**src/rtl/divider_pkg.sv**
```systemverilog
// Types and defaults shared by the multdiv iterative units (divider and multiplier).
package divider_pkg;
  typedef enum logic [1:0] {IDLE, RUN, FIX, DONE} div_state_e;
  localparam int DIV_WIDTH = 32;
endpackage

```
**src/rtl/cond_negate.sv**
```systemverilog
// Conditional two's-complement negation: out = neg ? -in : in.
module cond_negate #(
  parameter int WIDTH = 32
) (
  input  logic [WIDTH-1:0] in_i,
  input  logic             neg_i,
  output logic [WIDTH-1:0] out_o
);
  assign out_o = neg_i ? (-in_i) : in_i;
endmodule

```
**src/rtl/restoring_divider.sv**
```systemverilog
// Radix-2 restoring divider: one quotient bit per cycle, signed or unsigned operands,
// divide-by-zero flag, one-cycle completion pulse.
module restoring_divider
  import divider_pkg::*;
#(
  parameter int WIDTH = DIV_WIDTH
) (
  input  logic             clock,
  input  logic             reset,
  input  logic [WIDTH-1:0] data_operandA,
  input  logic [WIDTH-1:0] data_operandB,
  input  logic             ctrl_DIV,
  input  logic             ctrl_signed,
  output logic [WIDTH-1:0] data_result,
  output logic [WIDTH-1:0] data_remainder,
  output logic             data_exception,
  output logic             data_resultRDY,
  output logic             busy
);
  localparam int CW = $clog2(WIDTH + 1);

  div_state_e       state_q, state_d;
  logic [CW-1:0]    cnt_q, cnt_d;
  logic [WIDTH-1:0] rem_q, rem_d;
  logic [WIDTH-1:0] dvd_q, dvd_d;
  logic [WIDTH-1:0] dvs_q, dvs_d;
  logic             sign_a_q, sign_a_d;
  logic             sign_x_q, sign_x_d;
  logic [WIDTH-1:0] result_q, result_d;
  logic [WIDTH-1:0] remainder_q, remainder_d;
  logic             exc_q, exc_d;

  logic             a_neg, b_neg;
  logic [WIDTH-1:0] a_mag, b_mag, q_fix, r_fix;
  logic [WIDTH:0]   sh, diff;
  logic             no_borrow;

  assign a_neg = ctrl_signed & data_operandA[WIDTH-1];
  assign b_neg = ctrl_signed & data_operandB[WIDTH-1];

  cond_negate #(.WIDTH(WIDTH)) u_neg_a (.in_i(data_operandA), .neg_i(a_neg),    .out_o(a_mag));
  cond_negate #(.WIDTH(WIDTH)) u_neg_b (.in_i(data_operandB), .neg_i(b_neg),    .out_o(b_mag));
  cond_negate #(.WIDTH(WIDTH)) u_neg_q (.in_i(dvd_q),         .neg_i(sign_x_q), .out_o(q_fix));
  cond_negate #(.WIDTH(WIDTH)) u_neg_r (.in_i(rem_q),         .neg_i(sign_a_q), .out_o(r_fix));

  // The shifted partial remainder is below 2*divisor, so a set top bit already means no borrow.
  assign sh        = {rem_q, dvd_q[WIDTH-1]};
  assign diff      = sh - {1'b0, dvs_q};
  assign no_borrow = sh[WIDTH] | ~diff[WIDTH];

  always_comb begin
    state_d     = state_q;
    cnt_d       = cnt_q;
    rem_d       = rem_q;
    dvd_d       = dvd_q;
    dvs_d       = dvs_q;
    sign_a_d    = sign_a_q;
    sign_x_d    = sign_x_q;
    result_d    = result_q;
    remainder_d = remainder_q;
    exc_d       = exc_q;

    unique case (state_q)
      RUN: begin
        rem_d = no_borrow ? diff[WIDTH-1:0] : sh[WIDTH-1:0];
        dvd_d = {dvd_q[WIDTH-2:0], no_borrow};
        cnt_d = cnt_q - CW'(1);
        if (cnt_q == CW'(1)) state_d = FIX;
      end
      FIX: begin
        result_d    = q_fix;
        remainder_d = r_fix;
        state_d     = DONE;
      end
      DONE:    state_d = IDLE;
      default: state_d = IDLE;
    endcase

    // A start in any state wins, aborting whatever was in flight.
    if (ctrl_DIV) begin
      sign_a_d = a_neg;
      sign_x_d = a_neg ^ b_neg;
      dvd_d    = a_mag;
      dvs_d    = b_mag;
      rem_d    = '0;
      cnt_d    = CW'(WIDTH);
      exc_d    = 1'b0;
      state_d  = RUN;
      if (data_operandB == '0) begin
        cnt_d       = '0;
        exc_d       = 1'b1;
        result_d    = '1;
        remainder_d = data_operandA;
        state_d     = DONE;
      end
    end
  end

  always_ff @(posedge clock) begin
    if (reset) begin
      state_q     <= IDLE;
      cnt_q       <= '0;
      rem_q       <= '0;
      dvd_q       <= '0;
      dvs_q       <= '0;
      sign_a_q    <= 1'b0;
      sign_x_q    <= 1'b0;
      result_q    <= '0;
      remainder_q <= '0;
      exc_q       <= 1'b0;
    end else begin
      state_q     <= state_d;
      cnt_q       <= cnt_d;
      rem_q       <= rem_d;
      dvd_q       <= dvd_d;
      dvs_q       <= dvs_d;
      sign_a_q    <= sign_a_d;
      sign_x_q    <= sign_x_d;
      result_q    <= result_d;
      remainder_q <= remainder_d;
      exc_q       <= exc_d;
    end
  end

  assign data_result    = result_q;
  assign data_remainder = remainder_q;
  assign data_exception = exc_q;
  assign data_resultRDY = (state_q == DONE);
  assign busy           = (state_q != IDLE);
endmodule

```
**config.mk**
```make
export PLATFORM = sky130hd
export DESIGN_NAME = restoring_divider
export DESIGN_NICKNAME = d
export VERILOG_FILES = /design/src/rtl/divider_pkg.sv /design/src/rtl/cond_negate.sv /design/src/rtl/restoring_divider.sv
export SDC_FILE = /design/constraint.sdc
export NUM_CORES = 1
export LEC_CHECK = 0
export BUFFER_PORTS_ARGS = -buffer_cell sky130_fd_sc_hd__buf_2
export CORE_AREA = 10 10 173 175
export CTS_BUF_LIST = sky130_fd_sc_hd__clkbuf_16
export DETAILED_ROUTE_END_ITERATION = 10
export DIE_AREA = 0 0 183 185
export PLACE_DENSITY = 0.72
export SLEW_MARGIN = 30
export SYNTH_ARGS = -nofsm -noshare
export SYNTH_HDL_FRONTEND = slang
export SYNTH_SLANG_ARGS = --single-unit
```
**constraint.sdc**
```tcl
create_clock -name clock -period 2.8 [get_ports clock]
set_clock_uncertainty 0.05 [all_clocks]
set_input_delay 0.28 -clock clock [delete_from_list [all_inputs] [get_ports clock]]
set_output_delay 0.28 -clock clock [all_outputs]
set_load 0.1 [all_outputs]
```
==> impl_metrics.csv <==
group,metric,value,unit
run_status,outcome,"finished, violations left",
run_status,violations,"setup timing",
finish,drive_above_1_share,24.27,%
setup_path,cp_top_family,"simple AND/OR/NAND/NOR gates",
finish,nets,1775,
setup_path,worstPathMaxFanout,2,
timing,slew_headroom,44.13,%
logic_synthesis,synth_area_per_cell,7.673,um2
hold_path,hold_start,"data_operandA[5]",
routing,drt_iter0_markers,1151,
setup_path,cp_slowest_stage_delay,0.53,ns
power,powerDensity,575.0,nW/um2
timing,setup_viol,9,
setup_path,startpoint_type,"flip-flop",
finish,syn_to_final_growth,26.80,%
setup_path,reg2reg_depth,8,
global_route,use_met2,33.08,%
floorplan,die_y,185,um
finish,final_common_cell,"dfxtp_1",
clock_tree,hold_buffers,0,
setup_path,path_cells,"or4_4 > or4_4 > or4_4 > or3_1 > o31ai_2 > xor2_1 > a211o_1 > a21oi_1",
setup_path,rr_endpoint,"data_remainder[31]$_SDFF_PP0_",
logic_synthesis,netlist_area,11190,um2
run,max-cap-violations,0,
clock_tree,cts_buffers,17,
routing,dr.pass1.iters,6,
clock_tree,cts-root-buf,"clkbuf_16",
finish,final_cells,2018,
placement,routabilityCongestion,0.9253,
floorplan,placementRows,60,
placement,place_inst,1975,
global_route,grt-ovfl-total,0,
setup_path,crit_start,"rem_q[21]$_SDFFE_PP0P_",
routing,ant_nets,0,
timing,fin_crit_sh,103.6,%
logic_synthesis,synth-async-reset-ratio,0,%
timing,fin_ws,-0.1013,ns
logic_synthesis,synth_cell_types,59,
logic_synthesis,ys_ff_latch,171,
logic_synthesis,syn_nets,1569,
logic_synthesis,ys_seq_area_share,30.60,%
setup_path,slowest_stage,"or4_4",
placement,place_hpwl,27.44,mm
setup_path,rr_startpoint,"rem_q[21]$_SDFFE_PP0P_",
timing,slew_viol_final,0,
global_route,grt_max_degree,67,
global_route,grt_pass1_wl,57.81,mm
floorplan,die_area,33860,um2
routing,drc,0,
global_route,grtUsageTotal,20.85,%
logic_synthesis,ys_warn_count,0,
floorplan,start_util,42.10,%
global_route,use_met3,4.134,%
routing,wl_per_cell,18.32,um
placement,port_buffers,134,
logic_synthesis,ys.flop_type,"dfxtp_1",
setup_path,worstSetupPathType,"reg -> reg",
finish,antenna_cells,0,
global_route,grt-busiest-layer,"met2",
routing,finalWirelength,36.97,mm
setup_path,path_buf_inv,0,
power,p_leak,5.667,nW
setup_path,cp.depth,8,
setup_path,cp_data_required_time,3.13,ns
timing,tightest_slew,0.8369,ns
hold_path,worstHoldPathCells,3,
floorplan,io_pins,135,
clock_tree,clock_latency,0.45,ns
timing,min_period,2.901,ns
clock_tree,clkSlewWorstSetupHoldPaths,0.08,ns
finish,layout_common_cells,"dfxtp_1, buf_4, buf_2, nand2_1, a21oi_1",
placement,placed_area,13100,um2
routing,vias_per_cell,5.769,
power,total_power,8.156,mW
timing,holdWs,0.05031,ns
timing,fmax,344.7,MHz
hold_path,min_to,"data_remainder[5]$_SDFF_PP0_",
floorplan,chipWidth,183,um
hold_path,hold_path.class,"in -> reg",
logic_synthesis,synth_enable_flop_cells,0,
setup_path,ff2ff_setup_slack,-0.10,ns
clock_tree,cts_sinks,171,
timing,rsz0062_at_grt,"yes",
finish,design_area,14180,um2
power,ir_worst_vdd,0.4765,mV
global_route,antenna_found_initial,0,
timing,hold_viol_final,0,
floorplan,core_area,26580,um2
clock_tree,cts_tree,"done",
clock_tree,htree_levels,4,
global_route,first_global_vias,10936,
finish,fillers,2459,
global_route,grt_util_met1,27.13,%
routing,via_count,11642,
setup_path,worst_path_most_repeated_cell,"or4_4",
setup_path,endpoint_kind,"flip-flop",
setup_path,cp.arrival,3.23,ns
logic_synthesis,syn_inst,1458,
clock_tree,cts_buffer_depth,2,
[logic make-up after synthesis]
group / share of synthesized area, %
xor+xnor: 10.80
flops: 30.60
buf+inv: 5.592
compound gates: 28.54
simple gates: 18.51
mux: 1.074
fa+ha+maj: 4.876
[sequential cells by signal, summed over array words and instances (netlist names)]
| signal | cells |
|---|---|
| data_result | 32 |
| data_remainder | 32 |
| sign_x_q | 1 |
| dvd_q | 32 |
| data_exception | 1 |
| cnt_q | 6 |
| sign_a_q | 1 |
| state_q | 2 |
| dvs_q | 32 |
| rem_q | 32 |
[worst max-delay path by stage]
| stage | endpoint | slack, ns |
|---|---|---|
| floorplan | data_remainder[31]$_SDFF_PP0_ | -0.06 |
| CTS | data_remainder[31]$_SDFF_PP0_ | -0.10 |
| finish | data_remainder[31]$_SDFF_PP0_ | -0.10 |
| detailed placement | rem_q[27]$_SDFFE_PP0P_ | -0.18 |
| global route | data_remainder[31]$_SDFF_PP0_ | -0.21 |
| global placement | rem_q[28]$_SDFFE_PP0P_ | -0.13 |
[area by class of cell]
cell class,instances,area (um2),share of cell area (%)
repair buffers,294,1987,14.01
clock buffers,17,425.4,2.999
multi-input cells,1124,7553,53.25
well taps,341,426.7,3.008
clock inverters,15,155.1,1.094
flip-flops and latches,171,3427,24.16
inverters,56,210.2,1.482
[layer usage]
layer	share of wire [%]	wire (um)
met5	0	0
met4	3.2	1195
met1	44	16310
met3	6.4	2352
met2	46	17110
[worst min-delay path, cell delays in order]
cell	delay [ns]
buf_2	0.13
nand2_1	0.05
a21oi_1	0.05
[stage by stage]
step | TNS, ns | setup WS (ns) | utilization, %
CTS | -0.1318 | -0.1033 | 51.82
floorplan | -0.1518 | -0.06151 | -
global route | -4.006 | -0.2118 | 53.38
finish | -0.3147 | -0.1013 | 53.38
detailed placement | -4.702 | -0.1809 | 49.28
global placement | -2.577 | -0.1346 | 49.28
[cells in the mapped netlist (3+ instances only)]
library cell    n  area, um2
o21bai_1        4      30.03
nor3_1         22      110.1
a21o_1         11      82.58
clkbuf_1       88      330.3
a311oi_1        9      78.83
a2111oi_0       3      26.28
and2_1          8      50.05
nand2_1       145      544.3
a211oi_1       84      630.6
a211o_1         3      26.28
nand2b_1       12      75.07
and3_1         12      75.07
nor2_1        105      394.1
o31ai_1        31      232.7
mux2i_1        12      120.1
or2_2           6      37.54
a31oi_1        26      162.7
buf_2          11      55.05
o41ai_1        17      148.9
or3_1          19      118.9
a41oi_1         5      43.79
xor2_1         94      823.3
o211ai_1       20      150.1
or4_4           4      45.04
o2111ai_1       4      35.03
ha_1           42      525.5
or4_1          12      90.09
nand4_1        14      87.58
o21ai_0       116      580.6
o311ai_0        3      26.28
nor4_1         14      87.58
o21a_1          7      52.55
buf_1           8      30.03
nand3_1        20      100.1
nor2b_1        30      187.7
inv_1          56      210.2
o22ai_1        21      131.4
a21oi_1       121      605.6
dfxtp_1       171       3423
xnor2_1        44      385.4
[report_power, final]
group | leakage (nW) | internal (mW) | total, mW | switching (mW)
Clock | 0.277 | 1.18 | 2.37 | 1.19
Combinational | 3.99 | 1.09 | 3.02 | 1.93
Sequential | 1.40 | 2.61 | 2.76 | 0.154
[repair_timing]
action | CTS | global route
endpoints found under the setup margin | 43 | 55
gates resized for setup | 19 | 84
pin swaps | 3 | 50
gates cloned | 2 | 1
setup buffers | 1 | 8
No activity file was read; power rests on OpenSTA's default activity.
